[src/rtl/char_tokenizer.sv]
`default_nettype none
// ============================================================================
//  Module   : char_tokenizer
//  Brief    : ASCII byte stream to {prefix, value, eol} tokens with a
//             show-ahead output FIFO. Optional signed values: TOKENIZER_NEG_EN.
//  Revision : 1.0  initial release
// ============================================================================
module char_tokenizer #(
    parameter int VAL_W      = 32,
    parameter int FIFO_DEPTH = 4
) (
    input  logic             clk,
    input  logic             rst,
    input  logic             i_vld,
    input  logic [7:0]       i_char,
    output logic             o_stall,
    input  logic             i_flush,
    output logic             o_tok_vld,
    output logic [7:0]       o_tok_prefix,
    output logic [VAL_W-1:0] o_tok_val,
    output logic             o_tok_eol,
    input  logic             i_tok_stall,
    output logic             o_error
);

    localparam int               c_PTR_W = $clog2(FIFO_DEPTH);
    localparam logic [c_PTR_W:0] c_FULL  = (c_PTR_W + 1)'(FIFO_DEPTH);
    localparam logic [7:0]       c_LF    = 8'h0A;
    localparam logic [7:0]       c_CR    = 8'h0D;
    localparam logic [7:0]       c_COMMA = 8'h2C;
    localparam logic [7:0]       c_SPACE = 8'h20;

    typedef enum logic [2:0] {
        ST_IDLE   = 3'd0,
        ST_PREFIX = 3'd1,
        ST_DIGITS = 3'd2,
        ST_SIGN   = 3'd3,
        ST_ERR    = 3'd4
    } state_t;

    state_t           r_state;
    logic [7:0]       r_prefix;
    logic [VAL_W-1:0] r_acc;

    logic [7:0]       r_mem_pfx [FIFO_DEPTH];
    logic [VAL_W-1:0] r_mem_val [FIFO_DEPTH];
    logic             r_mem_eol [FIFO_DEPTH];
    logic [c_PTR_W-1:0] r_wr_ptr;
    logic [c_PTR_W-1:0] r_rd_ptr;
    logic [c_PTR_W:0]   r_count;

    logic             w_full;
    logic             w_accept;
    logic             w_flush;
    logic             w_is_digit;
    logic             w_is_upper;
    logic             w_is_lf;
    logic             w_is_sep;
    logic             w_is_cr;
    logic [3:0]       w_digit;
    logic [VAL_W+3:0] w_ext;
    logic [VAL_W+3:0] w_next;
    logic             w_ovf;
    logic             w_push;
    logic             w_push_eol;
    logic [VAL_W-1:0] w_push_val;
    logic             w_pop;

    assign w_full     = (r_count == c_FULL);
    assign w_accept   = i_vld & ~w_full;
    // A flush coinciding with a byte is dropped; the byte wins.
    assign w_flush    = i_flush & ~i_vld & ~w_full;
    assign w_is_digit = (i_char >= 8'h30) && (i_char <= 8'h39);
    assign w_is_upper = (i_char >= 8'h41) && (i_char <= 8'h5A);
    assign w_is_lf    = (i_char == c_LF);
    assign w_is_sep   = (i_char == c_COMMA) || (i_char == c_SPACE);
    assign w_is_cr    = (i_char == c_CR);
    assign w_digit    = i_char[3:0];

    // acc*10 + digit, widened so any overflow lands in the top four bits.
    assign w_ext  = {4'b0000, r_acc};
    assign w_next = (w_ext << 3) + (w_ext << 1) + {{VAL_W{1'b0}}, w_digit};

`ifdef TOKENIZER_NEG_EN
    localparam logic [VAL_W+3:0] c_NEG_LIM = {4'b0000, 1'b1, {(VAL_W-1){1'b0}}};
    localparam logic [7:0]       c_MINUS   = 8'h2D;

    logic r_neg;
    logic w_is_minus;

    assign w_is_minus = (i_char == c_MINUS);
    assign w_ovf      = r_neg ? (w_next > c_NEG_LIM) : (|w_next[VAL_W+3:VAL_W]);
    assign w_push_val = r_neg ? ({VAL_W{1'b0}} - r_acc) : r_acc;
`else
    assign w_ovf      = |w_next[VAL_W+3:VAL_W];
    assign w_push_val = r_acc;
`endif

    always_comb begin
        w_push     = 1'b0;
        w_push_eol = 1'b0;
        if (r_state == ST_DIGITS) begin
            if (w_accept && (w_is_lf || w_is_sep)) begin
                w_push     = 1'b1;
                w_push_eol = w_is_lf;
            end else if (w_flush) begin
                w_push     = 1'b1;
                w_push_eol = 1'b1;
            end
        end
    end

    always_ff @(posedge clk) begin
        if (rst) begin
            r_state  <= ST_IDLE;
            r_prefix <= 8'h00;
            r_acc    <= '0;
`ifdef TOKENIZER_NEG_EN
            r_neg    <= 1'b0;
`endif
        end else if (w_accept) begin
            case (r_state)
                ST_IDLE: begin
                    if (w_is_upper) begin
                        r_state  <= ST_PREFIX;
                        r_prefix <= i_char;
`ifdef TOKENIZER_NEG_EN
                        r_neg    <= 1'b0;
`endif
                    end else if (w_is_digit) begin
                        r_state  <= ST_DIGITS;
                        r_prefix <= 8'h00;
                        r_acc    <= {{(VAL_W-4){1'b0}}, w_digit};
`ifdef TOKENIZER_NEG_EN
                        r_neg    <= 1'b0;
                    end else if (w_is_minus) begin
                        r_state  <= ST_SIGN;
                        r_prefix <= 8'h00;
                        r_neg    <= 1'b1;
`endif
                    end else if (!(w_is_lf || w_is_sep || w_is_cr)) begin
                        r_state <= ST_ERR;
                    end
                end
                ST_PREFIX: begin
                    if (w_is_digit) begin
                        r_state <= ST_DIGITS;
                        r_acc   <= {{(VAL_W-4){1'b0}}, w_digit};
`ifdef TOKENIZER_NEG_EN
                    end else if (w_is_minus) begin
                        r_state <= ST_SIGN;
                        r_neg   <= 1'b1;
`endif
                    end else begin
                        r_state <= ST_ERR;
                    end
                end
`ifdef TOKENIZER_NEG_EN
                ST_SIGN: begin
                    if (w_is_digit) begin
                        r_state <= ST_DIGITS;
                        r_acc   <= {{(VAL_W-4){1'b0}}, w_digit};
                    end else begin
                        r_state <= ST_ERR;
                    end
                end
`endif
                ST_DIGITS: begin
                    if (w_is_digit) begin
                        if (w_ovf) begin
                            r_state <= ST_ERR;
                        end else begin
                            r_acc <= w_next[VAL_W-1:0];
                        end
                    end else if (w_is_lf || w_is_sep) begin
                        r_state <= ST_IDLE;
                        r_acc   <= '0;
                    end else if (!w_is_cr) begin
                        r_state <= ST_ERR;
                    end
                end
                default: r_state <= ST_ERR;
            endcase
        end else if (w_flush) begin
            case (r_state)
                ST_DIGITS: begin
                    r_state <= ST_IDLE;
                    r_acc   <= '0;
                end
                ST_PREFIX: r_state <= ST_ERR;
                ST_SIGN:   r_state <= ST_ERR;
                default:   r_state <= r_state;
            endcase
        end
    end

    // Output token FIFO; storage needs no reset since r_count gates visibility.
    assign w_pop = (r_count != '0) & ~i_tok_stall;

    always_ff @(posedge clk) begin
        if (w_push) begin
            r_mem_pfx[r_wr_ptr] <= r_prefix;
            r_mem_val[r_wr_ptr] <= w_push_val;
            r_mem_eol[r_wr_ptr] <= w_push_eol;
        end
    end

    always_ff @(posedge clk) begin
        if (rst) begin
            r_wr_ptr <= '0;
            r_rd_ptr <= '0;
            r_count  <= '0;
        end else begin
            if (w_push) begin
                r_wr_ptr <= r_wr_ptr + c_PTR_W'(1);
            end
            if (w_pop) begin
                r_rd_ptr <= r_rd_ptr + c_PTR_W'(1);
            end
            case ({w_push, w_pop})
                2'b10:   r_count <= r_count + (c_PTR_W + 1)'(1);
                2'b01:   r_count <= r_count - (c_PTR_W + 1)'(1);
                default: r_count <= r_count;
            endcase
        end
    end

    assign o_stall      = w_full;
    assign o_error      = (r_state == ST_ERR);
    assign o_tok_vld    = (r_count != '0);
    assign o_tok_prefix = o_tok_vld ? r_mem_pfx[r_rd_ptr] : 8'h00;
    assign o_tok_val    = o_tok_vld ? r_mem_val[r_rd_ptr] : '0;
    assign o_tok_eol    = o_tok_vld ? r_mem_eol[r_rd_ptr] : 1'b0;

endmodule
`default_nettype wire

[config.mk]
export PLATFORM = sky130hd
export DESIGN_NAME = char_tokenizer
export DESIGN_NICKNAME = d
export VERILOG_FILES = /design/src/rtl/char_tokenizer.sv
export SDC_FILE = /design/constraint.sdc
export NUM_CORES = 1
export LEC_CHECK = 0
export BUFFER_PORTS_ARGS = -buffer_cell sky130_fd_sc_hd__buf_2
export CAP_MARGIN = 20
export CORE_MARGIN = 8
export CORE_UTILIZATION = 47
export DETAILED_ROUTE_END_ITERATION = 6
export SLEW_MARGIN = 20
export SYNTH_ARGS = -nofsm -noshare
export SYNTH_HDL_FRONTEND = slang
export SYNTH_SLANG_ARGS = --single-unit
[constraint.sdc]
create_clock -name clk -period 4.89 [get_ports clk]
set_input_delay 0.2445 -clock clk [delete_from_list [all_inputs] [get_ports clk]]
set_output_delay 0.2445 -clock clk [all_outputs]
set_load 0.01 [all_outputs]
Word-level counts from Yosys, hierarchy flattened

Memory sizes are Yosys's and may differ from the RTL's. A register that Yosys moved wholly into a read port is not among the register bits.
Cells that the tools add are included.

Input port bits: 13
Logic and storage cells: 102
Bits in read-only memories: 0
Memory bits (writable): 164
Latch bits: 0
Memories kept: 3
Register bits after elaboration: 50

Memory list:

| name      | depth | bits a word | read ports | clocked after memory_dff | wr ports | line | source |
|---|---|---|---|---|---|---|---|
| r_mem_val | 4     | 32          | 1          | 1                        | 1        | 46   | `logic [VAL_W-1:0] r_mem_val [FIFO_DEPTH];` |
| r_mem_pfx | 4     | 8           | 1          | 1                        | 1        | 45   | `logic [7:0] r_mem_pfx [FIFO_DEPTH];` |
| r_mem_eol | 4     | 1           | 1          | 1                        | 1        | 47   | `logic r_mem_eol [FIFO_DEPTH];` |

Add/subtract/negate cells: 6
Reduce and logical (&&, ||, !) cells: 19
Multipliers: 0
Order comparisons: 4
Bitwise operators: 7
Shift-type cells: 0
Div/mod/pow operators: 0
Equality and inequality tests: 17
Multiplexer cells: 40

Operators with widths:

| cell                                                                              | number |
|---|---|
| 32-bit two-way mux                                                                | 9 |
| 32-bit case mux with 3 select lines                                               | 1 |
| 35-bit by 33-bit adder with 36-bit output                                         | 1 |
| 36-bit by 4-bit adder with 36-bit output                                          | 1 |
| 3-bit two-way mux                                                                 | 10 |
| 8-bit two-way mux                                                                 | 3 |
| 8-bit by 4-bit equality test with 1-bit output (second input constant)            | 2 |
| 8-bit by 6-bit equality test with 1-bit output (second input constant)            | 2 |
| 2-bit two-way mux                                                                 | 6 |
| 3-bit case mux with 2 select lines                                                | 2 |
| 3-bit case mux with 3 select lines                                                | 1 |
| 3-bit nonzero test                                                                | 3 |
| 8-bit by 6-bit >= comparator with 1-bit output (second input constant)            | 1 |
| 8-bit by 7-bit >= comparator with 1-bit output (second input constant)            | 1 |
| 8-bit by 6-bit less-or-equal comparator with 1-bit output (second input constant) | 1 |
| 8-bit by 7-bit less-or-equal comparator with 1-bit output (second input constant) | 1 |
| 1-bit two-way mux                                                                 | 8 |
| 4-bit != test (second input constant)                                             | 2 |
| 2-bit nonzero test                                                                | 4 |
| 3-bit by 2-bit equality test with 1-bit output (second input constant)            | 2 |
| 3-bit equality test (second input constant)                                       | 2 |
| 6-bit AND reduction                                                               | 1 |
| 5-bit by 4-bit != test with 1-bit output (second input constant)                  | 1 |
| 5-bit != test (second input constant)                                             | 1 |
| other kinds (17)                                                                  | 27 |

Depth between registers and ports, before layout

Gate-level depths: netlist of the first run.

Depth after elaboration: 9
Mapped depth: 15
Mapped depth without buffers: 13

Worst setup path before layout of the first run

OpenSTA, ideal clock, no wires.

Kind: input-to-reg
Start: input port i_char[3]
End: register r_acc[2]
Stages: 15
Setup slack: 1272 ps
Data arrival time: 3486 ps
Data required time: 4759 ps
Cell sequence: clkbuf_1 > inv_1 > fa_1 > inv_1 > ha_1 > a211oi_1 > o211ai_1 > a221oi_2 > o21ai_1 > a31oi_1 > xnor2_1 > o31a_2 > buf_4 > o21ai_1 > a21oi_1

Cells in the longest elaborated chain, start to end: 6
Elaborated cells between the ends (all ways): 22
Those cells by class: 1 x add/sub; 4 x order compare; 6 x eq/ne; 5 x mux; 6 x reduce/logical

RTL lines:

| element                                                                          | line | source |
|---|---|---|
| start, declared                                                                  | 15   | `input logic [7:0] i_char,` |
| branches (longest 6 deep; another with 36-bit by 4-bit adder with 36-bit output) | n/a  |  |
| end signal, assigned                                                             | 133  | `r_acc <= {{(VAL_W-4){1'b0}}, w_digit};` |
| end signal, assigned                                                             | 148  | `r_acc <= {{(VAL_W-4){1'b0}}, w_digit};` |
| end signal, assigned                                                             | 173  | `r_acc <= w_next[VAL_W-1:0];` |
| end, declared                                                                    | 43   | `logic [VAL_W-1:0] r_acc;` |

Several ways; the timed one is not identified. The select of a mux whose other input is x is not followed.
A chain may end at the register's enable or synchronous reset.

Worst setup path in the final report of the first run

Start: register r_acc[0]
End: register r_acc[0]

Cells in the longest elaborated chain, start to end: 5
Elaborated cells between the ends (all ways): 9
Those cells by class: 2 x add/sub; 1 x eq/ne; 4 x mux; 2 x reduce/logical

RTL lines:

| element                                   | line | source |
|---|---|---|
| 35-bit by 33-bit adder with 36-bit output | 82   | `assign w_next = (w_ext << 3) + (w_ext << 1) + {{VAL_W{1'b0}}, w_digit};` |
| 36-bit by 4-bit adder with 36-bit output  | 82   |  |
| 4-bit OR reduction                        | 95   | `assign w_ovf = \|w_next[VAL_W+3:VAL_W];` |
| 4-bit != test (no source line)            | n/a  |  |
| 6-bit AND reduction (no source line)      | n/a  |  |

Several ways; a longest one is shown, not always the timed one. The select of a mux whose other input is x is not followed.

==> impl_metrics.toml, run 1 <==
[sta]
fin_skew_ns = 0.0206
hold_violations = 0
fin_crit_ns = 4.10
slew_headroom_pct = 27.1
maxSlewViolCount = 0
finalSetupTns_ns = 0
fin_crit_sh_pct = 83.8
setup_viol_count_final = 0
rsz0062_at_grt = "no"
fmax_mhz = 244
tightest_slew_ns = 1.09

[grt]
grt-ovfl-total = 0
grt_pass1_vias = 7095
grt_max_degree = 54
grt_use_total_pct = 16.2
grt_pass1_wl_microns = 37200
antenna_found_initial = 0

[critical_path]
criticalPathCategory = "reg2reg"
cp_slowest_cell = "fa_1"
crit_chain = "inv_1 > fa_1 > inv_1 > ha_1 > a211oi_1 > o211ai_1 > a221oi_2 > o21ai_1 > a31oi_1 > xnor2_1 > o31a_2 > buf_4 > nor2_1 > o32ai_1"
crit_path_start = "r_acc[0]"
path_common_cell = "inv_1"
worstSetupEndpointType = "flip-flop"
cp-start-kind = "flip-flop"
cpPeakStageDelay_ns = 0.57
r2r_start = "r_acc[0]"
path_max_fanout = 14
required_ns = 5.32
worstPathArrival_ns = 4.53

[clock_network]
cts_max_path_buffers = 3
cts-htree-levels = 1
cts_root_buffer = "clkbuf_16"
ctsHoldBuffers = 0
cts_setup_buffers = 0
cts.sinks = 216
numCtsBuffers = 23
cts_tree = "done"
clkLatencyLatePin_ns = 0.52
clkTransAtPathRegs_ns = 0.06
cts-resized-gates = 0

[final_layout]
layout_commonest_cell = "edfxtp_1"
antenna_cells = 0
fillers = 1941
layout-drive-gt1-share_pct = 17.1
multi_input_area_sq_mm = 0.00462
final_cell_mix = "edfxtp_1, a21oi_1, nand2_1, ha_1, buf_2"
register_area_sq_mm = 0.00597
syn_to_final_growth_pct = 12.2
instances_no_fill = 1235
final_net_count = 1017
final_util_pct = 53.8

[die]
initial_core_util_pct = 48.0
die_y_microns = 168
die_w_microns = 168
core_area_sq_mm = 0.0226
rows = 55
die-area_sq_mm = 0.0282
ios = 57

[detailed_routing]
drc = 0
wl_microns = 22900
routed_via_density = 5.66
post_drt_wl_per_cell_microns = 18.6
vias = 6996
dr.pass1.iters = 5
ant_nets = 0
drt_iter0_markers = 360

[placed_design]
place_inst = 1193
portBuffers = 56
gp_congestion = 0.846
hpwl_microns = 15600

[hold_path]
hold_start = "i_char[4]"
hp-class = "in2reg"

[flow_run]
drv_cap = 0

[yosys]
synth-seq-cells = 216
synth_seq_area_share_pct = 54.9
syn_nets = 965
synth.avg_cell_area_sq_um = 12.3
synth_cells = 881
synth-main-ff-cell = "edfxtp_1"
async_reset_ff_share_pct = 0
yosys_warnings = 0
netlist_area_sq_mm = 0.0109
synth-edff-count = 164
ys_types = 66

[run_status]
status = "complete, no violations"

[pwr]
power_density_mw_per_mm2 = 301
ir_worst_vdd_uv = 222
power_w = 0.00368
leakagePower_nw = 4.76
## cells in the mapped netlist (4+ instances only)
cell        n  area (sq um)
nor2b_1    48           300
a21oi_1    77           385
nor3_1     10          50.1
and2_1      7          43.8
a21o_1      6          45.0
nand3_1    10          50.1
nor3b_1     4          30.0
o21bai_1    4          30.0
nand2b_1    5          31.3
o21ai_0    30           150
o21ai_1    36           180
o211ai_1    5          37.5
inv_1      27           101
a31oi_1     6          37.5
nand4_1     8          50.1
dfxtp_1    52          1040
edfxtp_1  164          4920
and3_1      5          31.3
xnor2_1    19           166
nand2_1    71           267
nor2_1     42           158
buf_1       9          33.8
buf_2      11          55.1
xor2_1     12           105
a22oi_1     6          45.0
mux4_2     41           923
nor4_1      7          43.8
or3_1       7          43.8
clkbuf_1   22          82.6
a211o_1     4          35.0
a211oi_1    4          30.0
ha_1       68           851
## sequential cells by signal, indices dropped and copies added, names as in the netlist, named ones only
name       cells
r_mem_eol      4
r_mem_pfx     32
r_count        3
r_mem_val    128
r_rd_ptr       2
r_prefix       8
r_state        3
r_acc         32
r_wr_ptr       2
## cells by family (layout without fill, tap and decap cells)
kind of cell	count (synthesis)	after routing	synth area share (%)
AO/OA/AOI/OAI	208	208	11.5
XOR/XNOR	31	31	2.50
adder cells (fa/ha/maj)	71	71	8.38
buffers and inverters	73	142	2.75
flip-flops	216	216	54.9
multiplexers	44	44	8.78
AND/OR/NAND/NOR	238	238	11.2
## through the flow
stage | hold slack [ns] | worst slack, ns | instance area, sq um
2_1_floorplan | 0.407 | 1.27 | 10900
3_3_place_gp | 0.492 | 0.867 | 11500
3_5_place_dp | 0.488 | 0.751 | 11500
4_1_cts | 0.0500 | 0.804 | 12200
5_1_grt | 0.0920 | 0.423 | 12200
6_report | 0.0612 | 0.793 | 12200
## critical path: cells and delay by family (launching register included)
kind,cells,cell delay [ns]
AOI/OAI and AO/OA,7,2.00
buffers and inverters,3,0.42
DFF,1,0.41
and+or+nand+nor,1,0.06
adders and majority gates,2,0.87
xor gates and xnor gates,1,0.23
## routing by layer
metal  global-route usage, %  up-vias  wire [microns]
li1                        -     3439               -
met5                       0        -               0
met2                    28.1       90           11200
met1                    20.8     3433           10500
met4                    4.81        0             511
met3                    2.03       34             663
## worst paths after layout
path,to,slack [ns],cells past startpoint
worst max-delay path,r_acc[0],0.79,14
worst min-delay path,r_prefix[4],0.06,3
worst max register to register,r_acc[0],0.79,14
worst min register to register,r_mem_pfx[3][4],0.50,0
## where the power goes
| group | internal, W | switching (W) |
|---|---|---|
| Clock | 0.000976 | 0.000689 |
| Sequential | 0.00195 | 0.00000397 |
| Combinational | 0.0000198 | 0.0000355 |
| Total | 0.00295 | 0.000729 |
## area by class of cell
type,instances,share of cell area [%]
multi-input combinational,592,37.9
tap,285,2.93
clock buffer,32,5.24
clock inverter,10,0.801
sequential,216,49.0
timing repair buffer,72,3.28
inverter,28,0.862
(Power assumes the default switching activity.)
==> run 2, diff against run 1 <==
--- a/config.mk
+++ b/config.mk
@@ -10,6 +10,7 @@
 export CORE_MARGIN = 8
 export CORE_UTILIZATION = 47
 export DETAILED_ROUTE_END_ITERATION = 6
+export PLACE_DENSITY = 0.66
 export SLEW_MARGIN = 20
 export SYNTH_ARGS = -nofsm -noshare
 export SYNTH_HDL_FRONTEND = slang
==> constraint.sdc (replaced) <==
create_clock -name clk -period 3.6 [get_ports clk]
set_input_delay 0.18 -clock clk [delete_from_list [all_inputs] [get_ports clk]]
set_output_delay 0.18 -clock clk [all_outputs]
set_load 0.01 [all_outputs]
==> run 2 against run 1 <==
Effect of this change:
- critical path depth decreased by 2
- critical endpoint is now r_state[2]
- largest cell class unchanged
- cell count increased by 2.8%
- power increased by 31%
- critical path type unchanged
- sequential power increased by 36%
- non-clock buffer count increased by 37
- wire length increased by 4.2%
- utilization increased by 2.6 points
- first-iteration DRC count increased by 25%
==> impl_metrics.toml, run 2 (synthesis results as in run 1) <==
[die]
rows = 55
die_w_microns = 168
die_y_microns = 168
ios = 57
core_area_sq_mm = 0.0226
die-area_sq_mm = 0.0282
initial_core_util_pct = 48.0

[sta]
rsz0062_at_grt = "yes"
hold_violations = 0
fin_crit_ns = 3.51
tightest_slew_ns = 0.716
holdWs_ns = 0.0755
finalSetupTns_ns = 0
fin_skew_ns = 0.0200
fin_crit_sh_pct = 97.4
setup_viol_count_final = 0
layout_setup_ws_ns = 0.0950
fmax_mhz = 285
maxSlewViolCount = 0
slew_headroom_pct = 52.3

[final_layout]
register_area_sq_mm = 0.00600
largest-register = "r_mem_val"
reg_top3 = "r_mem_val: 128 flops, r_acc: 32 flops, r_mem_pfx: 32 flops"
layout_commonest_cell = "edfxtp_1"
final_cell_mix = "edfxtp_1, a21oi_1, nand2_1, ha_1, buf_2"
fillers = 1851
syn_to_final_growth_pct = 17.6
multi_input_area_sq_mm = 0.00486
layout-drive-gt1-share_pct = 25.5
largest_reg_flops = 128
antenna_cells = 0
final_net_count = 1053
instances_no_fill = 1270

[clock_network]
cts-htree-levels = 1
cts_tree = "done"
cts_max_path_buffers = 3
numCtsBuffers = 22
clkLatencyLatePin_ns = 0.51
cts.sinks = 216
clkTransAtPathRegs_ns = 0.06
cts_root_buffer = "clkbuf_16"

[hold_path]
hp-class = "in2reg"

[critical_path]
cp-start-kind = "flip-flop"
criticalPathCategory = "reg2reg"
required_ns = 4.04
ff2ff_setup_slack_ns = 0.09
worstSetupEndpointType = "flip-flop"
path_max_fanout = 7
worstPathArrival_ns = 3.95

[detailed_routing]
post_drt_wl_per_cell_microns = 18.8
vias = 7270
ant_nets = 0
wl_microns = 23900
drt_iter0_markers = 451
drc = 0
dr.pass1.iters = 5
routed_via_density = 5.72

[placed_design]
portBuffers = 56
gp_congestion = 0.903
hpwl_microns = 15800
place_inst = 1223
pre_cts_ws_ns = -0.0170

[run_status]
status = "complete, no violations"

[grt]
grt_max_degree = 43
grt_use_total_pct = 16.5
grt_pass1_wl_microns = 38100
grt-ovfl-total = 0
antenna_found_initial = 0
grt_pass1_vias = 7197

[pwr]
leakagePower_nw = 4.96
ir_worst_vdd_uv = 335
power_density_mw_per_mm2 = 377

[flow_run]
drv_cap = 0
-- run 2: cell types whose count changed in the layout (fill, tap and decap cells not counted), moves of 3 or more --
cell,before,now
ha_1,68,59
a21oi_1,77,73
o21ai_2,0,10
o21ai_1,36,26
clkbuf_8,3,0
dfxtp_4,0,4
ha_4,0,8
a21oi_2,0,4
dfxtp_2,2,17
buf_4,16,39
buf_12,0,7
buf_6,0,3
dfxtp_1,50,31
-- run 2: final timing paths --
kind | startpoint | to | cells after the start
worst max-delay path | r_acc[25] | r_state[2] | 12
worst max register to register | r_acc[25] | r_state[2] | 12
worst min-delay path | i_char[0] | r_prefix[0] | 3
worst min register to register | r_acc[16] | r_mem_val[1][16] | 0
-- run 2: worst max-delay path, cell delays in order, from the launching register on --
cell and delay [ns]:
dfxtp_4 0.37, ha_1 0.29, ha_1 0.30, nand4_1 0.22, or4_4 0.57, or4_4 0.43, o22ai_2 0.15, o2111ai_2 0.19
nand2_2 0.12, nor4_4 0.04, buf_4 0.18, or4b_1 0.49, o21ai_1 0.08
-- run 2: area by class of cell --
cell class / instances / area share [%]
multi-input cells: 592 / 38.0
clock inverters: 10 / 0.441
clock buffers: 30 / 4.71
well taps: 285 / 2.79
flip-flops and latches: 216 / 47.0
repair buffers: 109 / 6.22
inverters: 28 / 0.823
-- run 2: timing repair --
action                     in CTS  in global routing
pin swaps                       1                 17
setup buffers                   0                  3
hold endpoints to repair        1                  0
gates resized for setup         2                 69
cloned                          0                  3
hold buffers                    1                  0
setup endpoints to repair      15                 35
-- run 2: through the flow --
step                      cell area, sq um  utilization [%]  total power, W
after global routing                 12800             56.4         0.00496
final                                12800             56.4         0.00482
after global placement               11800             52.0         0.00279
after CTS                            12400             55.0         0.00488
after detailed placement             11800             52.0         0.00279
after floorplan                      10900                -         0.00276
-- run 2: power by group --
part	internal (W)	total, W	switching, W
combinational	0.0000342	0.0000854	0.0000512
sequential	0.00265	0.00265	0.00000520
clock	0.00118	0.00208	0.000907
-- run 2: layer usage --
metal  GRT usage [%]  vias up  wire (microns)
met5               0        -               0
met4            4.58        0             553
met3            2.46       33             971
met2            28.7      163           11800
met1            21.2     3546           10600
li1                -     3528               -
==> run 3, diff against run 2 <==
--- a/config.mk
+++ b/config.mk
@@ -9,8 +9,10 @@
 export CAP_MARGIN = 20
 export CORE_MARGIN = 8
 export CORE_UTILIZATION = 47
+export CTS_BUF_LIST = sky130_fd_sc_hd__clkbuf_16
 export DETAILED_ROUTE_END_ITERATION = 6
 export PLACE_DENSITY = 0.66
+export SETUP_SLACK_MARGIN = 0.5
 export SLEW_MARGIN = 20
 export SYNTH_ARGS = -nofsm -noshare
 export SYNTH_HDL_FRONTEND = slang
==> run 3 against run 2 <==
Effect of this change:
- cell count is 1.7% higher
- clock skew decreased by 0.0083 ns
- wire length grew 4.6%
- sequential share of layout area decreased by 1.4 points
- count of clock-buffer cells in the layout down 6
- global-route usage up 1.2 points
- setup slack improved by 0.0015 ns
- non-clock buffer count rose by 19
- clock power is 20% higher
- worst hold slack got worse by 0.051 ns
- first-iteration DRC count is 27% higher
- critical endpoint is now r_acc[14]
- highest routed layer unchanged
==> impl_metrics.toml, run 3 (synthesis results as in run 1) <==
[run_status]
status = "complete, no violations"

[final_layout]
largest_reg_flops = 128
layout_commonest_cell = "edfxtp_1"
instances_no_fill = 1291
final_util_pct = 58.2
syn_to_final_growth_pct = 21.2
largest-register = "r_mem_val"
final_cell_mix = "edfxtp_1, a21oi_1, nand2_1, ha_1, buf_4"
fillers = 1821
final_net_count = 1073
antenna_cells = 0
reg_top3 = "r_mem_val: 128 flops, r_acc: 32 flops, r_mem_pfx: 32 flops"
layout-drive-gt1-share_pct = 29.9

[pwr]
p_switching_w = 0.00104
clkPwrFrac_pct = 47.6
leakagePower_nw = 5.17
ir_worst_vdd_uv = 267
seqPwrFrac_pct = 50.8
swShare_pct = 19.9
cellInternalPower_w = 0.00419
comb_power_share_pct = 1.6
power_density_mw_per_mm2 = 396

[grt]
top_usage_layer = "met2"
use_met2_pct = 30.9
grt_pass1_wl_microns = 40600
grtUsageMet3_pct = 2.27
grt_pass1_vias = 7557
antenna_found_initial = 0
grt_max_degree = 43
grt-ovfl-total = 0
use_met1_pct = 22.8
grt_use_total_pct = 17.7

[detailed_routing]
ant_nets = 0
dr.pass1.iters = 5
post_drt_wl_per_cell_microns = 19.3
routed_via_density = 5.77
vias = 7444
wl_microns = 25000
drt_iter0_markers = 572
drc = 0

[clock_network]
cts-htree-levels = 1
cts_root_buffer = "clkbuf_16"
cts_max_path_buffers = 3
cts_tree = "done"
ctsHoldBuffers = 0
numCtsBuffers = 23
clkLatencyLatePin_ns = 0.51
clkTransAtPathRegs_ns = 0.06
cts.sinks = 216

[critical_path]
r2r_end = "r_acc[14]"
critPathBufInv = 5
worstPathArrival_ns = 3.88
r2r_start = "r_acc[2]"
cp-start-kind = "flip-flop"
path_max_fanout = 8
ff2ff_path_depth = 16
worstSetupEndpointType = "flip-flop"
crit_path_start = "r_acc[2]"
required_ns = 3.98
crit_chain = "inv_2 > fa_2 > inv_2 > ha_4 > a211oi_4 > o211ai_1 > a221oi_2 > buf_4 > o22ai_4 > o2111ai_2 > buf_4 > o21ai_2 > o31a_4 > buf_12 > o21ai_2 > a21oi_2"
ff2ff_setup_slack_ns = 0.1
cp_slowest_cell = "fa_2"
criticalPathCategory = "reg2reg"
worst-path-stages = 16
critPathCapture = "r_acc[14]"
crit_family = "compound AO/OA/AOI/OAI gates"
cpPeakStageDelay_ns = 0.59

[sta]
tightest_slew_ns = 0.752
slew_headroom_pct = 49.8
rsz0062_at_grt = "yes"
fin_crit_ns = 3.50
setup_viol_count_final = 0
fin_skew_ns = 0.0116
finalSetupTns_ns = 0
fin_crit_sh_pct = 97.3
hold_violations = 0
fmax_mhz = 285
maxSlewViolCount = 0
layout_setup_ws_ns = 0.0964

[placed_design]
place_inst = 1228
portBuffers = 56
gp_congestion = 0.916
hpwl_microns = 16400
pre_cts_ws_ns = -0.00305

[flow_run]
drv_cap = 0

[die]
rows = 55
die_w_microns = 168
ios = 57
die_y_microns = 168
die-area_sq_mm = 0.0282
initial_core_util_pct = 48.0
core_area_sq_mm = 0.0226

[hold_path]
hp-class = "in2reg"
[run 3: final cells by class]
cell class / instances / area (sq um) / share of cell area [%]
Timing Repair Buffer: 128 / 968 / 7.35
Clock buffer: 24 / 601 / 4.56
Inverter: 28 / 105 / 0.798
Tap cell: 285 / 357 / 2.71
Multi-Input combinational cell: 592 / 4940 / 37.5
Sequential cell: 216 / 6000 / 45.5
Clock inverter: 18 / 204 / 1.55
[run 3: layer usage]
layer | up-vias | routed length, microns
met5 | - | 0
met3 | 39 | 871
met4 | 0 | 471
li1 | 3564 | -
met2 | 146 | 12600
met1 | 3695 | 11100
[run 3: through the flow]
step,instance area [sq um],total power [W],hold slack [ns]
final,13200,0.00522,0.0247
after global routing,13200,0.00538,0.0316
after CTS,12900,0.00527,0.00687
after detailed placement,11800,0.00279,0.499
after global placement,11800,0.00279,0.479
after floorplan,10900,0.00276,0.343
[run 3: worst min-delay path by stage]
| stage | startpoint | to | slack [ns] | cells past startpoint |
|---|---|---|---|---|
| floorplan | i_char[1] | r_prefix[1] | 0.34 | 2 |
| global placement | r_prefix[7] | r_mem_pfx[3][7] | 0.48 | 0 |
| detailed placement | r_prefix[3] | r_mem_pfx[1][3] | 0.50 | 0 |
| CTS | i_char[4] | r_prefix[4] | 0.007 | 3 |
| global route | i_char[4] | r_prefix[4] | 0.03 | 3 |
| finish | i_char[4] | r_prefix[4] | 0.02 | 3 |
[run 3: worst register-to-register path: stages (launching register included)]
cell and delay, ns:
dfxtp_2 0.33, inv_2 0.04, fa_2 0.59, inv_2 0.05, ha_4 0.22, a211oi_4 0.22
o211ai_1 0.13, a221oi_2 0.25, buf_4 0.20, o22ai_4 0.09, o2111ai_2 0.26, buf_4 0.16
o21ai_2 0.07, o31a_4 0.36, buf_12 0.18, o21ai_2 0.14, a21oi_2 0.08
[run 3: repair_timing]
action / CTS / global route
pin swaps: 22 / 22
gates cloned: 2 / 1
setup buffers: 7 / 11
resized for setup: 49 / 36
endpoints found under the setup margin: 35 / 35
[run 3: power groups by stage]
stage | combinational, W | clock (W) | sequential (W)
2_1_floorplan | 0.0000527 | 0 | 0.00271
3_5_place_dp | 0.0000812 | 0 | 0.00271
3_3_place_gp | 0.0000802 | 0 | 0.00271
5_1_grt | 0.0000928 | 0.00263 | 0.00265
4_1_cts | 0.0000829 | 0.00253 | 0.00265
6_report | 0.0000831 | 0.00249 | 0.00265
